--- config.mk ---
export PLATFORM = sky130hd
export DESIGN_NAME = vedic_mul8_seq_ctrl
export DESIGN_NICKNAME = d
export VERILOG_FILES = /design/src/rtl/vedic_pkg.sv /design/src/rtl/vedic_4x4_mul.sv /design/src/rtl/vedic_mul8_seq_ctrl.sv
export SDC_FILE = /design/constraint.sdc
export NUM_CORES = 1
export LEC_CHECK = 0
export ABC_AREA = 0
export CAP_MARGIN = 0
export CORE_MARGIN = 2
export CORE_UTILIZATION = 45
export DETAILED_ROUTE_END_ITERATION = 8
export GPL_ROUTABILITY_DRIVEN = 0
export HOLD_SLACK_MARGIN = 0.08
export PLACE_DENSITY = 0.63
export SLEW_MARGIN = 20
export SYNTH_ARGS = -nofsm -noshare
export SYNTH_HDL_FRONTEND = slang
export SYNTH_SLANG_ARGS = --single-unit
--- constraint.sdc ---
create_clock -name clk -period 11.3 [get_ports clk]
set_input_delay 1.13 -clock clk [delete_from_list [all_inputs] [get_ports clk]]
set_output_delay 1.13 -clock clk [all_outputs]
set_load 0.005 [all_outputs]
--- src/rtl/vedic_pkg.sv ---
// Shared definitions for the sequential 8x8 Vedic multiplier controller.
// Provides the controller state encoding, the pipeline phase encoding used
// when the partial product is registered, the datapath widths, and the
// step-successor helper for the MULk states.
package vedic_pkg;

   localparam int NIB_W  = 4;
   localparam int OP_W   = 8;
   localparam int PROD_W = 16;

   typedef enum logic [2:0] {
      IDLE = 3'd0,
      MUL0 = 3'd1,
      MUL1 = 3'd2,
      MUL2 = 3'd3,
      MUL3 = 3'd4,
      DONE = 3'd5
   } vmul_state_e;

   // With a registered partial product every MULk spends one cycle in
   // PH_MUL (capture pp) and one in PH_WAIT (accumulate it).
   typedef enum logic {
      PH_MUL  = 1'b0,
      PH_WAIT = 1'b1
   } vmul_phase_e;

   // Successor of a multiply step; MUL3 completes the product.
   function automatic vmul_state_e next_mul_state(input vmul_state_e cur);
      vmul_state_e nxt;
      case (cur)
         MUL0:    nxt = MUL1;
         MUL1:    nxt = MUL2;
         MUL2:    nxt = MUL3;
         MUL3:    nxt = DONE;
         default: nxt = IDLE;
      endcase
      return nxt;
   endfunction

endpackage

--- src/rtl/vedic_4x4_mul.sv ---
// Combinational 4x4 unsigned Vedic (Urdhva Tiryagbhyam) multiplier.
// Built from four 2x2 Vedic blocks whose results are summed with their
// nibble-position weights.
// Ports:
//   x    in  4  operand
//   y    in  4  operand
//   prod out 8  x*y
module vedic_4x4_mul
   import vedic_pkg::*;
(
   input  logic [NIB_W-1:0]   x,
   input  logic [NIB_W-1:0]   y,
   output logic [2*NIB_W-1:0] prod
);

   // 2x2 Vedic cell: vertical and crosswise products with a half-adder chain.
   function automatic logic [3:0] vedic_2x2(input logic [1:0] u, input logic [1:0] v);
      logic       c;
      logic [3:0] r;
      r[0] = u[0] & v[0];
      r[1] = (u[1] & v[0]) ^ (u[0] & v[1]);
      c    = (u[1] & v[0]) & (u[0] & v[1]);
      r[2] = (u[1] & v[1]) ^ c;
      r[3] = (u[1] & v[1]) & c;
      return r;
   endfunction

   logic [3:0] q_ll_s;
   logic [3:0] q_hl_s;
   logic [3:0] q_lh_s;
   logic [3:0] q_hh_s;

   // Four 2x2 cross-products and their weighted sum.
   always_comb begin
      q_ll_s = vedic_2x2(x[1:0], y[1:0]);
      q_hl_s = vedic_2x2(x[3:2], y[1:0]);
      q_lh_s = vedic_2x2(x[1:0], y[3:2]);
      q_hh_s = vedic_2x2(x[3:2], y[3:2]);
      prod   = {4'h0, q_ll_s}
             + {2'b00, q_hl_s, 2'b00}
             + {2'b00, q_lh_s, 2'b00}
             + {q_hh_s, 4'h0};
   end

endmodule

--- src/rtl/vedic_mul8_seq_ctrl.sv ---
// Area-reduced 8x8 unsigned multiplier: one shared 4x4 Vedic multiplier is
// stepped across the four nibble cross-products and accumulated into a
// 16-bit product. Valid/ready handshakes on operand and product sides.
// Ports:
//   clk, rst_n          clock, async active-low reset
//   flush               synchronous abort of the operation in flight
//   in_valid/in_ready   operand handshake, a and b unsigned 8-bit
//   out_valid/out_ready product handshake, p is 16-bit a*b
//   busy                operation in flight
// Parameter PP_REG=1 registers the 4x4 product before each add.
module vedic_mul8_seq_ctrl
   import vedic_pkg::*;
#(
   parameter bit PP_REG = 1'b0
) (
   input  logic              clk,
   input  logic              rst_n,
   input  logic              flush,
   input  logic              in_valid,
   output logic              in_ready,
   input  logic [OP_W-1:0]   a,
   input  logic [OP_W-1:0]   b,
   output logic              out_valid,
   input  logic              out_ready,
   output logic [PROD_W-1:0] p,
   output logic              busy
);

   vmul_state_e          state_r;
   vmul_state_e          state_nx_s;
   vmul_phase_e          phase_r;
   vmul_phase_e          phase_nx_s;
   logic [OP_W-1:0]      a_r;
   logic [OP_W-1:0]      b_r;
   logic [PROD_W-1:0]    acc_r;
   logic [OP_W-1:0]      pp_r;
   logic [PROD_W-1:0]    p_r;
   logic                 out_valid_r;
   logic                 busy_r;
   logic [NIB_W-1:0]     mul_x_s;
   logic [NIB_W-1:0]     mul_y_s;
   logic [OP_W-1:0]      pp_s;
   logic [OP_W-1:0]      pp_use_s;
   logic [PROD_W-1:0]    addend_s;
   logic [PROD_W-1:0]    acc_sum_s;
   logic                 in_mul_s;
   logic                 accept_s;
   logic                 step_add_s;
   logic                 out_valid_nx_s;
   logic                 busy_nx_s;

   assign in_ready  = !flush && ((state_r == IDLE) || ((state_r == DONE) && out_ready));
   assign accept_s  = in_valid && in_ready;
   assign in_mul_s  = (state_r == MUL0) || (state_r == MUL1) ||
                      (state_r == MUL2) || (state_r == MUL3);
   // An add happens at the end of the step; flush suppresses it.
   assign step_add_s = !flush && in_mul_s && (!PP_REG || (phase_r == PH_WAIT));
   assign pp_use_s   = PP_REG ? pp_r : pp_s;
   assign acc_sum_s  = acc_r + addend_s;

   assign out_valid = out_valid_r;
   assign busy      = busy_r;
   assign p         = p_r;

   vedic_4x4_mul u_mul (
      .x    (mul_x_s),
      .y    (mul_y_s),
      .prod (pp_s)
   );

   // Nibble operand select and partial-product weighting by step.
   always_comb begin
      mul_x_s  = 4'h0;
      mul_y_s  = 4'h0;
      addend_s = 16'h0000;
      case (state_r)
         MUL0: begin
            mul_x_s  = a_r[3:0];
            mul_y_s  = b_r[3:0];
            addend_s = {8'h00, pp_use_s};
         end
         MUL1: begin
            mul_x_s  = a_r[7:4];
            mul_y_s  = b_r[3:0];
            addend_s = {4'h0, pp_use_s, 4'h0};
         end
         MUL2: begin
            mul_x_s  = a_r[3:0];
            mul_y_s  = b_r[7:4];
            addend_s = {4'h0, pp_use_s, 4'h0};
         end
         MUL3: begin
            mul_x_s  = a_r[7:4];
            mul_y_s  = b_r[7:4];
            addend_s = {pp_use_s, 8'h00};
         end
         default: begin
            mul_x_s  = 4'h0;
            mul_y_s  = 4'h0;
            addend_s = 16'h0000;
         end
      endcase
   end

   // FSM state and phase register.
   always_ff @(posedge clk or negedge rst_n) begin
      if (!rst_n) begin
         state_r <= IDLE;
         phase_r <= PH_MUL;
      end else begin
         state_r <= state_nx_s;
         phase_r <= phase_nx_s;
      end
   end

   // FSM next-state logic.
   always_comb begin
      state_nx_s = state_r;
      phase_nx_s = PH_MUL;
      if (flush) begin
         state_nx_s = IDLE;
      end else begin
         case (state_r)
            IDLE: begin
               if (in_valid) state_nx_s = MUL0;
               else          state_nx_s = IDLE;
            end
            MUL0, MUL1, MUL2, MUL3: begin
               if (PP_REG && (phase_r == PH_MUL)) phase_nx_s = PH_WAIT;
               else                               state_nx_s = next_mul_state(state_r);
            end
            DONE: begin
               if (out_ready) state_nx_s = in_valid ? MUL0 : IDLE;
               else           state_nx_s = DONE;
            end
            default: state_nx_s = IDLE;
         endcase
      end
   end

   // FSM output decode, registered below so the outputs track the state.
   always_comb begin
      out_valid_nx_s = (state_nx_s == DONE);
      busy_nx_s      = (state_nx_s != IDLE);
   end

   // Operand latches, partial-product register and accumulator.
   always_ff @(posedge clk or negedge rst_n) begin
      if (!rst_n) begin
         a_r   <= 8'h00;
         b_r   <= 8'h00;
         pp_r  <= 8'h00;
         acc_r <= 16'h0000;
      end else begin
         if (accept_s) begin
            a_r <= a;
            b_r <= b;
         end
         if (phase_r == PH_MUL) pp_r <= pp_s;
         if (flush || accept_s) acc_r <= 16'h0000;
         else if (step_add_s)   acc_r <= acc_sum_s;
      end
   end

   // Registered outputs; p keeps its last value until a new product completes.
   always_ff @(posedge clk or negedge rst_n) begin
      if (!rst_n) begin
         out_valid_r <= 1'b0;
         busy_r      <= 1'b0;
         p_r         <= 16'h0000;
      end else begin
         out_valid_r <= out_valid_nx_s;
         busy_r      <= busy_nx_s;
         if (step_add_s && (state_r == MUL3)) p_r <= acc_sum_s;
      end
   end

endmodule
==> run summary <==
Total Routing Usage GR: 0.200
Number of synthesized flops with an enable pin: 0
Commonest cells in the netlist: dfrtp_1 (53), nor2_1 (43), ha_1 (31), nand2_1 (31), mux2_2 (26)
Vias in the first global route: 2799
Syn Nets: 443
Most frequent cell on the critical path: ha_1
Tmin final: 6560 ps
CP max FO: 20
Slew @ Worst Pin: 704 ps
Predominant post-synthesis flop cell: dfrtp_1
WP buf/inv: 2
Bufs on Longest Clock Path: 2
Slowest stage delay, CP: 730 ps
Seq cells post-synth: 53
Die Y-Extent: 94.3 um
Post-Syn Area: 3670 um2
R2R depth: 24
Sink Count: 53
Core region area: 7810 um2
Avg Synthesized Cell Area: 9.51 um2
Layout cells sized above 1: 0.114
Vias: 2956
Startpoint type of the worst setup path: register
Diodes inserted: 0
HPWL after detailed placement: 6210 um
Vias per inst: 5.65
Hold buffers post-CTS: 0
Core Rows: 32
Total gr overflow: 0
Number of max-cap violations: 0
Post-synthesis sequential area ratio: 0.361
Largest net degree at the start of global routing: 54
Final net count: 477
Arr. time, crit path: 6770 ps
Number of setup buffers added after CTS: 0
Antenna violations before repair: 0
Clock Root Buffer: clkbuf_8
LEAKAGE: 2.00 nW
Max Freq: 152 MHz
1st-pass router iterations: 4
Critical path class: register to register
CP top delay family: adder cells
Cts repair resizes: 0
Most frequent cell after synthesis: dfrtp_1
Yosys top cell area share: 0.361
Dpl cells: 515
Crit. End Element: register
Critical path's slowest cell: dfrtp_1
Fin cells: 523
Input/output buffers: 39
RSZ-0062 raised after global routing: false
Ys async rst share: 1.00
Final setup fails: 0
Die span in x: 94.3 um
Top cells by area, synth: dfrtp_1 (36%), ha_1 (11%), mux2_2 (8.0%)
Num CTS Buffers: 5
Antenna viol nets, final: 0
Area leader, netlist: dfrtp_1
Relative slew slack: 0.530
Routed Wire Length: 8250 um
CTS tree: yes
Area grow syn2layout: 15.3%
Cell count along the critical path: 24
Crit-path cells: mux2_2 -> a22oi_1 -> a2bb2oi_1 -> nor2_1 -> ha_1 -> ha_1 -> ha_1 -> inv_1 -> fa_1 -> xor2_1 -> fa_1 -> inv_1 -> ha_1 -> a21o_1 -> a21oi_1 -> xnor2_1 -> a22oi_1 -> nor2_1 -> ha_1 -> a21o_1 -> a311oi_1 -> o21bai_1 -> xor2_1 -> mux2_2
H-Tree Depth: 2
Peak supply drop: 0.0000737 V
DR iter-0 viols: 153
First-pass GRT wire length: 13900 um
Power Dens Cells: 108 nW/um2
Worst reg2reg setup slack: 4740 ps
Synth unique cells: 52
WHS Path Cells: 2
Clk slew on worst S/H paths: 100 ps
Post-synthesis instance total: 386
IO Pins: 40
Die Footprint: 8900 um2
Critical Path RT: 11500 ps
Clock Skew: 7.99 ps
TNS Setup: 0 ps
Endpoints failing hold: 0
Worst skew pair latency: 310 ps
Residual DRC: 0
Avg WL per Cell: 15.8 um
Initial Utilization: 0.470
Final Cycle Share: 0.581
Hold Path Class: register to register
Fin. max-slew vios: 0
Yosys warns: 0
Outcome: completed
-- layer usage --
layer	vias to the layer above	part of all wire	track usage
met5	-	0	0
met4	0	0.021	0.0640
met3	15	0.046	0.0311
met2	77	0.45	0.292
met1	1421	0.48	0.304
li1	1443	-	-
-- per-stage QoR --
step	area (um2)	util	setup slack (ps)	hold slack, ps	power (W)
final	4240	0.542	4740	494	0.000456
after global routing	4240	0.542	4310	516	0.000482
after CTS	4240	0.542	4740	499	0.000458
after detailed placement	4140	0.530	4760	462	0.000339
after global placement	4140	0.530	4820	465	0.000338
after floorplan	3670	-	5480	456	0.000298
-- report_power, final --
part	switching [W]	internal (W)	total [W]
clock	0.0000695	0.0000511	0.000121
sequential	0.0000191	0.000211	0.000230
combinational	0.0000528	0.0000518	0.000105
total	0.000141	0.000314	0.000456
-- worst paths after layout --
kind / end / startpoint
min in group asynchronous: p[13] / rst_n
worst max register to register: p[9] / state_r[1]
worst max-delay path: p[9] / state_r[1]
worst min register to register: p[0] / p[0]
max in group asynchronous: acc_r[4] / rst_n
worst min-delay path: p[0] / p[0]
-- tightest hold or removal path: cells and delay by family, from the launching register on --
| family | cells | cell delay, ps |
|---|---|---|
| DFF | 1 | 360 |
| and+or+nand+nor | 2 | 110 |
-- state kept, by name, summed over array words and instances, names as in the netlist --
register   cells
a_r            8
acc_r         16
b_r            8
busy           1
out_valid      1
p             16
state_r        3
-- layout by cell type, fill, tap and decap left out, types with 2 or more instances in the layout --
cell,count
xor2_1,6
clkbuf_8,6
a211oi_2,2
nand4_1,2
xnor2_1,11
clkdlybuf4s50_1,38
o21bai_1,4
a211oi_1,3
o21ai_0,14
nor2b_1,5
or2_2,2
a22o_1,13
mux2_2,26
o21a_1,2
ha_1,31
dfrtp_1,53
nand2_1,31
or4_1,3
o211ai_1,4
nor3_1,4
nand2b_1,7
nor3b_1,2
buf_4,4
o2bb2ai_1,2
a22oi_1,9
a21oi_1,19
a21o_1,8
mux2i_1,2
inv_1,22
fa_1,5
nor2_1,43
and2_1,7
a32oi_1,4
nand3_1,7
-- layout make-up --
class	count	area (um2)
clock buffer	6	82.6
timing repair buffer	43	415
inverter	22	82.6
tap	102	128
fill	735	3570
sequential	53	1330
multi-input combinational	295	2180
clock inverter	2	17.5
-- kinds of logic after synthesis --
logic type	share of synthesized area
adders and majority gates	0.133
DFF	0.361
xor gates and xnor gates	0.0405
buffers and inverters	0.0443
AOI/OAI and AO/OA	0.183
and+or+nand+nor	0.153
muxes	0.0852
(Power assumes the default switching activity.)
==> RTL change 1: new RTL, config.mk and constraints unchanged <==
Make the reset (`rst_n`) synchronous in 3 clocked blocks. Comments in the files are not updated.
--- a/src/rtl/vedic_mul8_seq_ctrl.sv
+++ b/src/rtl/vedic_mul8_seq_ctrl.sv
@@ -104,5 +104,5 @@
 
    // FSM state and phase register.
-   always_ff @(posedge clk or negedge rst_n) begin
+   always_ff @(posedge clk) begin
       if (!rst_n) begin
          state_r <= IDLE;
@@ -146,5 +146,5 @@
 
    // Operand latches, partial-product register and accumulator.
-   always_ff @(posedge clk or negedge rst_n) begin
+   always_ff @(posedge clk) begin
       if (!rst_n) begin
          a_r   <= 8'h00;
@@ -164,5 +164,5 @@
 
    // Registered outputs; p keeps its last value until a new product completes.
-   always_ff @(posedge clk or negedge rst_n) begin
+   always_ff @(posedge clk) begin
       if (!rst_n) begin
          out_valid_r <= 1'b0;
Function: differs if rst_n is asserted again (counterexample within 4 cycles, from zero or initial values and one cycle with rst_n low); with rst_n held inactive, the same outputs for 4 cycles.
==> RTL change 1 against the unedited design <==
Largest cell class unchanged. Sequential cell count is the same. Utilization shrank 1.4 points. Synthesized cell count grew 9.8%. Worst setup slack lost 0.013 ns. Critical endpoint is now p[13]$_SDFFE_PN0P_. Routed wire length shrank 0.64%. Final area shrank 4.6%. Die area shrank 4.4%. Synthesized area shrank 4.6%. Global-route usage is essentially flat.
Power is not compared: it rests on default switching activity, and its combinational part moved more than twofold at a synthesized area within 25%.
==> RTL change 1: results (changes against the unedited design) <==
- The run finished with clean final reports.
- The minimum hold slack came to 0.4628 ns (-0.03070 ns).
- The detailed-placement wirelength estimate is 6.339 mm (+2.1%).
- The arrival time at the worst endpoint is 6.82 ns (+0.05 ns).
- The routed length on met2 was 3.714 mm (-0.59%).
- In this run the worst setup path terminates at p[13]$_SDFFE_PN0P_.
- Ranked by instance count, the synthesized netlist is headed by dfxtp_1 (53), nor2_1 (50), nand2_1 (42).
- The transition time at the pin with the least slew margin is 0.7844 ns (+0.08058 ns).
- The number of violations reported at the end of detailed-routing iteration 0 came to 192 (+25%).
- The total routed wirelength is 8.200 mm (-0.64%).
- The total global-route track usage is 0.1997 (-0.0003450).
- The met3 layer wire length in the routed design came to 333 um (-13%).
- The final net count is 513 (+7.5%).
- The kind of path behind the tightest hold check is register to register.
- The number of distinct standard cells referenced by the synthesized netlist was 53 (+1.9%).
- The share of synthesized area occupied by flip-flops and latches is 0.3027 (-0.05841).
- The first-pass GRT wire length is 13.68 mm (-1.6%).
- In the post-synthesis netlist, the biggest area contributors are dfxtp_1 (30%), ha_1 (11%), nor2_1 (5.4%), mux2i_1 (4.6%), nand2_1 (4.5%).
- The top routing layer in use is met4.
- The analysis attributes to cell leakage a power of 1.713 nW.
- The post-synthesis net count is 481 (+8.6%).
- The largest net degree at the start of global routing is 44 (-19%).
- The number of global-route vias before repair is 2893 (+3.4%).
- The fraction of registers with async set/reset was 0 (-1.000).
- The worst-case register-to-register setup slack is 4.73 ns (about the same).
- The maximum clock skew at final layout is 0.008874 ns (+0.0008811 ns).
- The met1 wire length is 4.031 mm (+1.7%).
- The reg-to-reg startpoint is state_r[2]$_SDFF_PN0_.
- The number of levels the H-tree was split into is 2 (unchanged).
- The fraction of layout instances using a drive strength above 1 is 0.05033 (-0.06369).
- The worst-case reg-to-reg path depth is 26 (+8.3%).
- The clock latency on the worst-skew pair came to 0.31 ns (about the same).
- The overall via count from detail_route is 3017 (+2.1%).
-- RTL change 1: cell type report --
cell class              count  area (um^2)
inverters                  24        90.09
well taps                 102        127.6
fillers                   727         3608
multi-input cells         331         2271
clock inverters             1        7.507
flip-flops and latches     53         1061
clock buffers               7        76.32
repair buffers             41        405.4
-- RTL change 1: worst min path at each step --
stage	startpoint	to	depth (start not counted)
6_report	p[9]$_SDFFE_PN0P_	p[9]$_SDFFE_PN0P_	2
5_1_grt	acc_r[2]$_SDFFE_PP0P_	acc_r[2]$_SDFFE_PP0P_	2
4_1_cts	acc_r[2]$_SDFFE_PP0P_	acc_r[2]$_SDFFE_PP0P_	2
3_5_place_dp	p[11]$_SDFFE_PN0P_	p[11]$_SDFFE_PN0P_	2
3_3_place_gp	p[9]$_SDFFE_PN0P_	p[9]$_SDFFE_PN0P_	2
2_1_floorplan	acc_r[0]$_SDFFE_PP0P_	acc_r[0]$_SDFFE_PP0P_	2
-- RTL change 1: kinds of logic after synthesis --
kind of cell,share of synthesized area
muxes,0.04570
xor gates and xnor gates,0.05677
AOI/OAI and AO/OA,0.1807
DFF,0.3027
and+or+nand+nor,0.2256
adders and majority gates,0.1392
buffers and inverters,0.04927
-- RTL change 1: worst max-delay path, cell delays in order, from the launching register on --
cell and delay (ns):
dfxtp_1 0.75, nor2b_1 0.22, inv_1 0.15, a21oi_1 0.13, a22oi_1 0.33, nor2_1 0.10
ha_1 0.20, ha_1 0.28, ha_1 0.16, inv_1 0.05, fa_1 0.37, xor2_1 0.19
fa_1 0.53, fa_1 0.47, nand2b_1 0.16, a21oi_1 0.15, xor2_1 0.29, a22oi_1 0.11
nor2_1 0.14, ha_1 0.31, nand2_2 0.14, nor2_1 0.06, a221o_2 0.43, o41a_1 0.39
xor2_1 0.18, nand2_1 0.06, a21boi_0 0.17
-- RTL change 1: metrics by stage --
| stage | utilization | cells | area (um^2) | setup slack (ns) |
|---|---|---|---|---|
| 4_1_cts | 0.5281 | 559 | 4039 | 4.785 |
| 2_1_floorplan | - | 424 | 3505 | 5.642 |
| 3_5_place_dp | 0.5172 | 551 | 3955 | 4.819 |
| 3_3_place_gp | 0.5172 | 551 | 3955 | 5.015 |
| 6_report | 0.5281 | 559 | 4039 | 4.726 |
| 5_1_grt | 0.5281 | 559 | 4039 | 4.183 |
-- RTL change 1: metal layers --
layer	global-route usage	vias to the layer above
li1	-	1535
met1	0.2770	1409
met2	0.3168	64
met3	0.03287	9
met4	0.06468	0
met5	0	-
-- RTL change 1: power groups by stage --
stage               logic (mW)  clock network (mW)  registers (mW)
floorplan               0.0228                   0           0.197
global placement        0.0345                   0           0.199
detailed placement      0.0349                   0           0.199
CTS                     0.0350               0.110           0.195
global route            0.0384               0.116           0.196
finish                  0.0348               0.108           0.195
==> RTL change 2: new RTL, same flow settings <==
Without the edit above. The parameter `PP_REG` goes from 1'b0 to 1'b1.
--- a/src/rtl/vedic_mul8_seq_ctrl.sv
+++ b/src/rtl/vedic_mul8_seq_ctrl.sv
@@ -12,5 +12,5 @@
    import vedic_pkg::*;
 #(
-   parameter bit PP_REG = 1'b0
+   parameter bit PP_REG = 1'b1
 ) (
    input  logic              clk,
Formal check against the unedited RTL: not equivalent (Yosys sat finds a counterexample within 10 cycles, from zero or initial values and one cycle with rst_n low).
==> RTL change 2 against the unedited design <==
Final area up 15%. Synthesized cell count increased by 14%. Routed wire length is 16% higher. Final cell count up 11%. Critical path depth fell by 7. Global-route usage up 0.60 points. Total power up 29%. Sequential cell count increased by 9. Worst setup slack better by 1.5 ns. Synthesized area up 15%. Combinational power down 28%. Critical path type unchanged.
==> RTL change 2: results (changes against the unedited design) <==
- The flow ran to the end, and the final reports show no timing, DRC or antenna violations.
- The share of synthesized area occupied by flip-flops and latches came to 0.3683 (+0.007122).
- The most instantiated flip-flop cell in the synthesis netlist is dfrtp_1.
- The initial antenna violation count is 0 (unchanged).
- The static leakage power is 2.219 nW (+11%).
- The cell class contributing the biggest share of worst-path delay is adder cells.
- The total global-route track usage was 0.2061 (+0.005992).
- The arrival time at the worst endpoint is 5.28 ns (-1.49 ns).
- The power in sequential cells came to 0.263 mW (+14%).
- The first-pass GRT wire length was 16.36 mm (+18%).
- The post-placement cell count is 567 (+10%).
- The number of inserted diodes came to 0 (unchanged).
- The detailed-placement wirelength estimate is 6.862 mm (+11%).
- The worst slew margin relative to its limit is 0.3979 (-0.1319).
- The via count normalized by instance count is 5.779 (+2.2%).
- The relative contribution of combinational cells to total power came to 0.128 (-0.102).
- The minimum hold slack is 0.4773 ns (-0.01622 ns).
- The largest net degree at the start of global routing is 63 (+17%).
- The maximum net fanout on the critical path is 26 (+30%).
- The remaining global-route overflow is 0 (unchanged).
- The power dissipated in combinational cells is 0.0752 mW (-28%).
- The number of buffers inserted to repair setup after CTS is 0 (unchanged).
- The kind of path behind the tightest hold check is register to register.
- After synthesis, the most frequently instantiated cells are dfrtp_1 (62), nand2_1 (38), nor2_1 (38).
- The total of cells resized after clock tree synthesis is 0 (unchanged).
- The Yosys warning count is 0 (unchanged).
- The total routed wirelength was 9.576 mm (+16%).
- The peak supply drop is 61.89 uV (-16%).
- The largest buffer count on any clock path is 2 (unchanged).
- The longest individual stage delay on the worst path is 0.91 ns (+0.18 ns).
- The number of violations reported at the end of detailed-routing iteration 0 is 184 (+20%).
- The maximum clock skew at final layout is 0.006799 ns (-0.001194 ns).
- The largest individual stage delay along the critical path comes from the cell dfrtp_1.
- The number of distinct standard cells referenced by the synthesized netlist is 59 (+13%).
- The gate count of the mapped netlist was 439 (+14%).
- The fraction of layout instances using a drive strength above 1 is 0.09746 (-0.01656).
- The internal power contribution came to 0.4376 mW (+39%).
- The worst-case register-to-register setup slack came to 6.25 ns (+1.51 ns).
- By area the synthesized netlist is led by dfrtp_1 (37%), ha_1 (8.9%), mux2_2 (4.3%), nand2_1 (3.4%), nor2_1 (3.4%).
- The time the worst path needs with I/O delays and setup was 5.049 ns (-1.512 ns).
- The clock latency on the worst-skew pair was 0.35 ns (+0.04 ns).
- The post-synthesis net count came to 496 (+12%).
- The number of global-route vias before repair is 3289 (+18%).
- The fraction of registers with async set/reset is 1.000 (unchanged).
- The cell area after placement is 4607 um^2 (+11%).
- The post-layout instance count excluding filler cells came to 583 (+11%).
- The clock-pin slew on the worst setup and hold paths was 0.07 ns (-0.03 ns).
- The number of levels the H-tree was split into is 3 (+1).
- The total CTS buffers is 9 (+4).
- The clock root buffer master is clkbuf_8.
- The final net count was 524 (+9.9%).
- The number of buffer cells added on primary ports was 39 (unchanged).
-- RTL change 2: final timing paths --
check / from / end / depth (start not counted)
hold / removal: p[6]$_DFFE_PN0P_ / p[6]$_DFFE_PN0P_ / 2
setup / recovery: state_r[1]$_DFF_PN0_ / pp_r[7]$_DFFE_PN0N_ / 17
setup reg to reg: state_r[1]$_DFF_PN0_ / pp_r[7]$_DFFE_PN0N_ / 17
max in group asynchronous: rst_n / b_r[3]$_DFFE_PN0P_ / 2
min in group asynchronous: rst_n / p[12]$_DFFE_PN0P_ / 2
hold reg to reg: p[6]$_DFFE_PN0P_ / p[6]$_DFFE_PN0P_ / 2
-- RTL change 2: layout make-up --
class | count | area [um^2]
Fill cell | 851 | 4297
Multi-Input combinational cell | 334 | 2449
Sequential cell | 62 | 1551
Timing Repair Buffer | 40 | 392.9
Clock buffer | 13 | 158.9
Tap cell | 111 | 138.9
Clock inverter | 3 | 90.09
Inverter | 20 | 75.07
-- RTL change 2: per-layer routing --
metal / wire [um] / global-route usage
met1: 4281 / 0.2673
met2: 4737 / 0.3421
met3: 404 / 0.04508
met4: 151 / 0.06744
met5: 0 / 0
-- RTL change 2: cells by family (layout without fill, tap and decap cells) --
family | after synthesis | count (layout) | synth area share
and+or+nand+nor | 137 | 137 | 0.1651
buffers and inverters | 43 | 76 | 0.05049
AOI/OAI and AO/OA | 114 | 114 | 0.1844
xor gates and xnor gates | 18 | 18 | 0.03742
DFF | 62 | 62 | 0.3683
adders and majority gates | 36 | 36 | 0.1176
muxes | 29 | 29 | 0.07663
